$ cat src/rtl/ex_mem_pkg.sv
// ex_mem_pkg -- shared definitions for the EX/MEM pipeline register.
//   Default datapath geometry, control-bit positions inside the ctrl vector,
//   and the occupancy state type used by the two-entry (skid) variant.
package ex_mem_pkg;

  localparam int DATA_W_DEF   = 32;
  localparam int NUM_DATA_DEF = 3;   // ALU result, branch target, store data
  localparam int CTRL_W_DEF   = 6;
  localparam int DEST_W_DEF   = 5;
  localparam int CNT_W_DEF    = 16;

  // Control-bit positions, listed MSB first
  localparam int CTRL_MEM_WRITE = 5;
  localparam int CTRL_MEM_READ  = 4;
  localparam int CTRL_BRANCH    = 3;
  localparam int CTRL_MEM_TO_REG = 2;
  localparam int CTRL_REG_WRITE = 1;
  localparam int CTRL_ZERO      = 0;

  typedef enum logic [1:0] {
    OCC_EMPTY = 2'd0,
    OCC_FULL  = 2'd1,
    OCC_SKID  = 2'd2
  } occ_state_t;

endpackage

$ cat src/rtl/pipe_slot.sv
// pipe_slot -- one held pipeline entry (valid, ctrl, data, dest).
//   clk, srst : clock, synchronous active-high reset (clears everything)
//   load      : capture d_* and mark the entry valid
//   clear     : drop the entry; wins over load. ctrl is zeroed so an empty
//               slot never presents live control bits; data/dest are kept.
//   d_*       : entry to capture
//   q_*       : held entry
module pipe_slot #(
  parameter int CTRL_W = 6,
  parameter int DW     = 96,
  parameter int DEST_W = 5
) (
  input  logic              clk,
  input  logic              srst,
  input  logic              load,
  input  logic              clear,
  input  logic [CTRL_W-1:0] d_ctrl,
  input  logic [DW-1:0]     d_data,
  input  logic [DEST_W-1:0] d_dest,
  output logic              q_valid,
  output logic [CTRL_W-1:0] q_ctrl,
  output logic [DW-1:0]     q_data,
  output logic [DEST_W-1:0] q_dest
);

  always_ff @(posedge clk) begin
    if (srst) begin
      q_valid <= 1'b0;
      q_ctrl  <= '0;
      q_data  <= '0;
      q_dest  <= '0;
    end else if (clear) begin
      q_valid <= 1'b0;
      q_ctrl  <= '0;
    end else if (load) begin
      q_valid <= 1'b1;
      q_ctrl  <= d_ctrl;
      q_data  <= d_data;
      q_dest  <= d_dest;
    end
  end

endmodule

$ cat src/rtl/ex_mem_pipe_reg.sv
// ex_mem_pipe_reg -- EX/MEM pipeline register with valid/ready handshake.
//   Clk_in, Rst(sync, active-high), Flush : clock, reset, kill of held entries
//   in_valid/in_ready, in_ctrl/in_data/in_dest  : upstream entry
//   out_valid/out_ready, out_ctrl/out_data/out_dest : downstream entry
//   stall_cnt : saturating count of cycles with out_valid && !out_ready
// Build option: define EX_MEM_SKID_EN for a two-entry skid buffer with a
// registered in_ready; otherwise a single slot with combinational in_ready.
module ex_mem_pipe_reg
  import ex_mem_pkg::*;
#(
  parameter int DATA_W   = DATA_W_DEF,
  parameter int NUM_DATA = NUM_DATA_DEF,
  parameter int CTRL_W   = CTRL_W_DEF,
  parameter int DEST_W   = DEST_W_DEF,
  parameter int CNT_W    = CNT_W_DEF
) (
  input  logic                       Clk_in,
  input  logic                       Rst,
  input  logic                       Flush,
  input  logic                       in_valid,
  output logic                       in_ready,
  input  logic [CTRL_W-1:0]          in_ctrl,
  input  logic [DATA_W*NUM_DATA-1:0] in_data,
  input  logic [DEST_W-1:0]          in_dest,
  output logic                       out_valid,
  input  logic                       out_ready,
  output logic [CTRL_W-1:0]          out_ctrl,
  output logic [DATA_W*NUM_DATA-1:0] out_data,
  output logic [DEST_W-1:0]          out_dest,
  output logic [CNT_W-1:0]           stall_cnt
);

  localparam int DW = DATA_W * NUM_DATA;

  logic acc_fire;
  logic rel_fire;
  logic s0_load;
  logic s0_clear;
  logic [CTRL_W-1:0] s0_d_ctrl;
  logic [DW-1:0]     s0_d_data;
  logic [DEST_W-1:0] s0_d_dest;

  assign rel_fire = out_valid && out_ready;

`ifdef EX_MEM_SKID_EN

  occ_state_t        state_reg;
  logic              in_ready_reg;
  logic              s1_load;
  logic              s1_clear;
  logic              s1_valid;
  logic [CTRL_W-1:0] s1_ctrl;
  logic [DW-1:0]     s1_data;
  logic [DEST_W-1:0] s1_dest;

  assign in_ready = in_ready_reg;
  assign acc_fire = in_valid && in_ready_reg;

  // A valid skid entry is always older than anything at the input, so it
  // takes precedence when the output slot reloads.
  assign s0_d_ctrl = s1_valid ? s1_ctrl : in_ctrl;
  assign s0_d_data = s1_valid ? s1_data : in_data;
  assign s0_d_dest = s1_valid ? s1_dest : in_dest;

  always_comb begin
    s0_load  = 1'b0;
    s0_clear = 1'b0;
    s1_load  = 1'b0;
    s1_clear = 1'b0;
    unique case (state_reg)
      OCC_EMPTY: s0_load = acc_fire;
      OCC_FULL: begin
        if (acc_fire && rel_fire) s0_load = 1'b1;
        else if (acc_fire)        s1_load = 1'b1;
        else if (rel_fire)        s0_clear = 1'b1;
      end
      OCC_SKID: begin
        if (rel_fire) begin
          s0_load  = 1'b1;
          s1_clear = 1'b1;
        end
      end
      default: ;
    endcase
    if (Flush) begin
      s0_clear = 1'b1;
      s1_clear = 1'b1;
    end
  end

  // Occupancy FSM; in_ready is registered from the next state.
  always_ff @(posedge Clk_in) begin
    if (Rst || Flush) begin
      state_reg    <= OCC_EMPTY;
      in_ready_reg <= 1'b1;
    end else begin
      unique case (state_reg)
        OCC_EMPTY: if (acc_fire) state_reg <= OCC_FULL;
        OCC_FULL: begin
          if (acc_fire && !rel_fire) begin
            state_reg    <= OCC_SKID;
            in_ready_reg <= 1'b0;
          end else if (rel_fire && !acc_fire) begin
            state_reg <= OCC_EMPTY;
          end
        end
        OCC_SKID: begin
          if (rel_fire) begin
            state_reg    <= OCC_FULL;
            in_ready_reg <= 1'b1;
          end
        end
        default: begin
          state_reg    <= OCC_EMPTY;
          in_ready_reg <= 1'b1;
        end
      endcase
    end
  end

  pipe_slot #(.CTRL_W(CTRL_W), .DW(DW), .DEST_W(DEST_W)) u_skid_slot (
    .clk     (Clk_in),
    .srst    (Rst),
    .load    (s1_load),
    .clear   (s1_clear),
    .d_ctrl  (in_ctrl),
    .d_data  (in_data),
    .d_dest  (in_dest),
    .q_valid (s1_valid),
    .q_ctrl  (s1_ctrl),
    .q_data  (s1_data),
    .q_dest  (s1_dest)
  );

`else

  // Single slot: accept whenever the slot is empty or draining this cycle.
  assign in_ready  = !out_valid || out_ready;
  assign acc_fire  = in_valid && in_ready;
  assign s0_load   = acc_fire;
  assign s0_clear  = Flush || (rel_fire && !acc_fire);
  assign s0_d_ctrl = in_ctrl;
  assign s0_d_data = in_data;
  assign s0_d_dest = in_dest;

`endif

  pipe_slot #(.CTRL_W(CTRL_W), .DW(DW), .DEST_W(DEST_W)) u_out_slot (
    .clk     (Clk_in),
    .srst    (Rst),
    .load    (s0_load),
    .clear   (s0_clear),
    .d_ctrl  (s0_d_ctrl),
    .d_data  (s0_d_data),
    .d_dest  (s0_d_dest),
    .q_valid (out_valid),
    .q_ctrl  (out_ctrl),
    .q_data  (out_data),
    .q_dest  (out_dest)
  );

  // Saturating stall counter; only reset clears it.
  always_ff @(posedge Clk_in) begin
    if (Rst) begin
      stall_cnt <= '0;
    end else if (out_valid && !out_ready && (stall_cnt != '1)) begin
      stall_cnt <= stall_cnt + CNT_W'(1);
    end
  end

endmodule

$ cat config.mk
export PLATFORM = sky130hd
export DESIGN_NAME = ex_mem_pipe_reg
export DESIGN_NICKNAME = d
export VERILOG_FILES = /design/src/rtl/ex_mem_pkg.sv /design/src/rtl/pipe_slot.sv /design/src/rtl/ex_mem_pipe_reg.sv
export SDC_FILE = /design/constraint.sdc
export NUM_CORES = 1
export LEC_CHECK = 0
export CORE_AREA = 2 2 155 81
export CTS_CLUSTER_DIAMETER = 30
export CTS_CLUSTER_SIZE = 8
export DETAILED_ROUTE_END_ITERATION = 10
export DIE_AREA = 0 0 157 83
export PLACE_DENSITY = 0.82
export SYNTH_ARGS = -nofsm -noshare
export SYNTH_HDL_FRONTEND = slang
export SYNTH_SLANG_ARGS = --single-unit
$ cat constraint.sdc
create_clock -name Clk_in -period 2.1 [get_ports Clk_in]
set_clock_uncertainty 0.15 [all_clocks]
set_input_delay 0.42 -clock Clk_in [delete_from_list [all_inputs] [get_ports Clk_in]]
set_output_delay 0.42 -clock Clk_in [all_outputs]
set_load 0.01 [all_outputs]
# After elaboration in Yosys (flattened, before gate mapping)
# Cells that the tools add are included.
[op_classes] bitwise=1 eq_ne=1 n_reduce_logical=12 n_addsub=1
[op_table] op="$add A16 B1 Y16 const B" n=1
[op_table] op="$ne A16 B16 Y1 const B" n=1
[op_table] op="$logic_and A1 B1 Y1" n=5
[op_table] op="$logic_not A1 Y1" n=3
[op_table] op="$logic_or A1 B1 Y1" n=2
[op_table] op="$reduce_and A2 Y1" n=1
[op_table] op="$reduce_or A2 Y1" n=1
[op_table] op="$not A1 Y1" n=1
[totals] word_cells=20 out_inout_bits=125 ff_bits=124 input_bits=112

# Logic depth before layout (Yosys ltp)
[logic_depth] ltp_word=8 depth_mapped=7 ltp_nobuf=5

# Cells and area by module
# Synthesis repeated with hierarchy kept, for this count alone.
[unflattened] hier_cells=582 hier_area_um2=6070.8
[modules_own_cells] module="pipe_slot" instances=1 area_per_inst_um2=5205.0 seq_area_each_um2=2162.1 cells_per_inst=484
[modules_own_cells] module="ex_mem_pipe_reg" instances=1 area_per_inst_um2=865.8 seq_area_each_um2=320.3 cells_per_inst=98

# Least setup slack after synthesis
# OpenSTA, ideal clock, no wires.
[synth_path] path_kind="register to register" start="register stall_cnt[0]" end="register stall_cnt[2]" path_stages_with_launch=7 path_buffers=1 setup_ps=132 arrival_time_ps=1484 setup_slack_ps=334 required_time_ps=1818 cell_sequence="dfxtp_1 -> ha_1 -> nand4_2 -> nor4_2 -> buf_2 -> or4_1 -> a21oi_1"
[synth_via] elab_chain_cells=2 elab_cells_between_ends=3 classes_between="add/sub: 1; eq/ne: 1; reduce/logical: 1"
[synth_rtl] element="from (decl)" line="ex_mem_pipe_reg.sv:30" text="output logic [CNT_W-1:0] stall_cnt"
[synth_rtl] element="from (signal assigned)" line="ex_mem_pipe_reg.sv:167" text="stall_cnt <= stall_cnt + CNT_W'(1);"
[synth_rtl] element="parallel branches: the longest is 2 deep, another holds $add A16 B1 Y16"
# Several ways; the timed one is not identified.
# A chain may end at the register's enable or synchronous reset.

# Worst setup path after layout
[layout_path] start="register stall_cnt[2]" end="output stall_cnt[2]"
# No word-level cell between the ends.

==> metrics <==
status=complete, no violations; commonest cells in the netlist=nand2_1 (218), dfxtp_1 (124), a21oi_1 (116), buf_2 (24), clkbuf_1 (15); Hold Buf Count CTS=0; Setup-failing EPs final=0; dpl ws=-0.2310 ns; nets=919; area of the multi-input gates=1919 um2; number of max-cap violations=0; Startpoint Class=register; hold depth=2; gp weighted congestion=0.8451; PnR worst setup slack=0.05359 ns; count leader, synth=nand2_1; worst-path cell chain=clkdlybuf4s50_1; Max clock buf depth=2; final instance area=7790 um2; share of layout cells above drive strength 1=0.07814; required time of the critical path=1.53 ns; Reg clk slew, reported paths=0.06 ns; antenna violations before repair=0; Hold Crit Endpoint=u_out_slot.q_data[1]; total grt overflow=0; critical path endpoint category=primary output; Mapped Cells=572; syn nets=685; post-route setup TNS=0 ns; Die W=157 um; synthesized cell area=4583 um2; static leakage=2.817 nW; Iter 0 DRT Violations=290; Psw=1.419 mW; dpl cells=952; combinational power share=0.117; FF/Latch Area=2485 um2; Vias=4789; largest net degree at the start of global routing=55; Root Driver=clkbuf_16; EDFF count, synth=0; arrival time at the worst endpoint=1.48 ns; first-pass GRT wire length=23380 um; Post-synth top flop=dfxtp_1; hold_sp=u_out_slot.q_data[1]; CP peak stage delay=0.60 ns; Least-Margin Pin Slew=0.4507 ns; CP top delay family=buffers and inverters; Slowest cell on crit path=clkdlybuf4s50_1; Vias/cell=4.867; Distinct cells, synth=40; Layout fillers=938; final hold violation count=0; P_int=4.780 mW; max-slew violations=0; die footprint=13030 um2; switching part of the total=0.2289; min Tclk post-route=2.046 ns; H-Tree Depth=4; post-CTS setup buffers=0; Relative slew margins=0.6996; Power Dens Cells=795.8 nW/um2; Mean Syn Cell Area=8.012 um2; Reg2Reg Capture Point=stall_cnt[14]; number of buffers and inverters on the critical path=1; Final Cycle Share=0.9745; Final Non-Filler Cells=984; routed wire length=14540 um; Sequential Power Share=0.403; IO Port Bufs=236; Max Fanout on Critical Path=8; Remaining DRCs=0; part of the power in the clock network=0.480; R2R Setup Slk=0.07 ns; FFs w/ async S/R, synth=0; WS Path Type=register to primary output; Max Fclk=0.4887 GHz; reg2reg start=stall_cnt[0]; worst skew pair latency=0.40 ns; n_diodes=0; starting density of the core=0.3952; I/O Pins=237; Post-Place Cell Area=7181 um2; Rows=28; CTS tree=done; Synthesis Warnings=0; post-DR wirelength/cell=14.77 um; Die Height=83 um; Final Util=0.6718; antenna-violating nets left=0; core area=11600 um2; Num CTS Buffers=17; total track usage=0.2240; clock tree sinks=124; post-synth top area share=0.5416; Max rail drop VDD=0.5268 mV; worst hold path class=register to register; largest cells by area after synthesis=dfxtp_1 (54%), nand2_1 (18%), a21oi_1 (13%), buf_2 (2.6%), clkbuf_1 (1.2%); DRT Pass-1 Iters=4; P&R area growth vs syn=69.97%; Seq/Total Area, Yosys=0.5416; RSZ-0062 raised after global routing=true; Yosys reg bits=124; number of global-route vias before repair=4842; post-DP HPWL=10520 um; R2R cell count=5; area leader, netlist=dfxtp_1
-- cells in the final DEF (no fill, tap or decap), drive strengths merged, types with 2 or more instances in the layout --
cell type,count
nand2,218
clkdlybuf4s50,234
o31ai,7
nand3,10
nor2,6
or4,6
inv,6
buf,19
and3,3
a21oi,116
o21ai,5
nand4b,2
or3,4
nor3,4
clkinvlp,4
dfxtp,124
clkbuf,19
bufinv,3
nor2b,2
clkinv,4
nor4,2
nand4,4
-- layout make-up --
type	count	share of cell area
timing repair buffer	254	0.3281
sequential	124	0.3190
multi-input combinational	405	0.2464
clock buffer	19	0.05686
tap	165	0.02650
clock inverter	13	0.02120
inverter	4	0.001927
-- timing repair --
item	4_1_cts	5_1_grt
resized for setup	1	2
endpoints found under the hold margin	0	0
endpoints found under the setup margin	1	3
pin swaps	0	0
-- worst max-delay path by stage --
stage | from | endpoint | depth (start not counted)
detailed placement | out_ready | stall_cnt[13] | 6
finish | stall_cnt[2] | stall_cnt[2] | 1
global placement | out_ready | in_ready | 4
global route | stall_cnt[0] | stall_cnt[14] | 5
floorplan | stall_cnt[0] | stall_cnt[2] | 6
CTS | stall_cnt[2] | stall_cnt[2] | 1
-- cell families after synthesis --
| logic type | share of synthesized area |
|---|---|
| flip-flops | 0.5416 |
| AO/OA/AOI/OAI | 0.1559 |
| AND/OR/NAND/NOR | 0.2558 |
| multiplexers | 0.002184 |
| buffers and inverters | 0.04177 |
| adder cells (fa/ha/maj) | 0.002730 |
-- metrics by stage --
stage	power, mW	hold slack [ns]
detailed placement	3.276	0.2972
floorplan	2.794	0.3305
finish	6.199	0.3027
CTS	6.262	0.3016
global placement	3.252	0.2913
global route	6.434	0.3117
-- sequential cells by signal, indices dropped and copies added (netlist names) --
name	count
stall_cnt	16
u_out_slot.q_valid	1
u_out_slot.q_dest	5
u_out_slot.q_data	96
u_out_slot.q_ctrl	6
-- per-layer routing --
metal | vias up | global-route usage | share of wire
li1 | 2370 | - | -
met1 | 2201 | 0.2673 | 0.43
met2 | 192 | 0.3708 | 0.46
met3 | 26 | 0.07985 | 0.087
met4 | 0 | 0.08340 | 0.019
met5 | - | 0 | 0
-- power groups by stage --
stage                     Clock (mW)  Combinational [mW]  Sequential [mW]
after floorplan                    0               0.204             2.59
after global placement             0               0.709             2.54
after detailed placement           0               0.727             2.55
after CTS                       3.03               0.731             2.50
after global routing            3.14               0.786             2.51
final                           2.97               0.727             2.50
No activity file was read; power rests on OpenSTA's default activity.
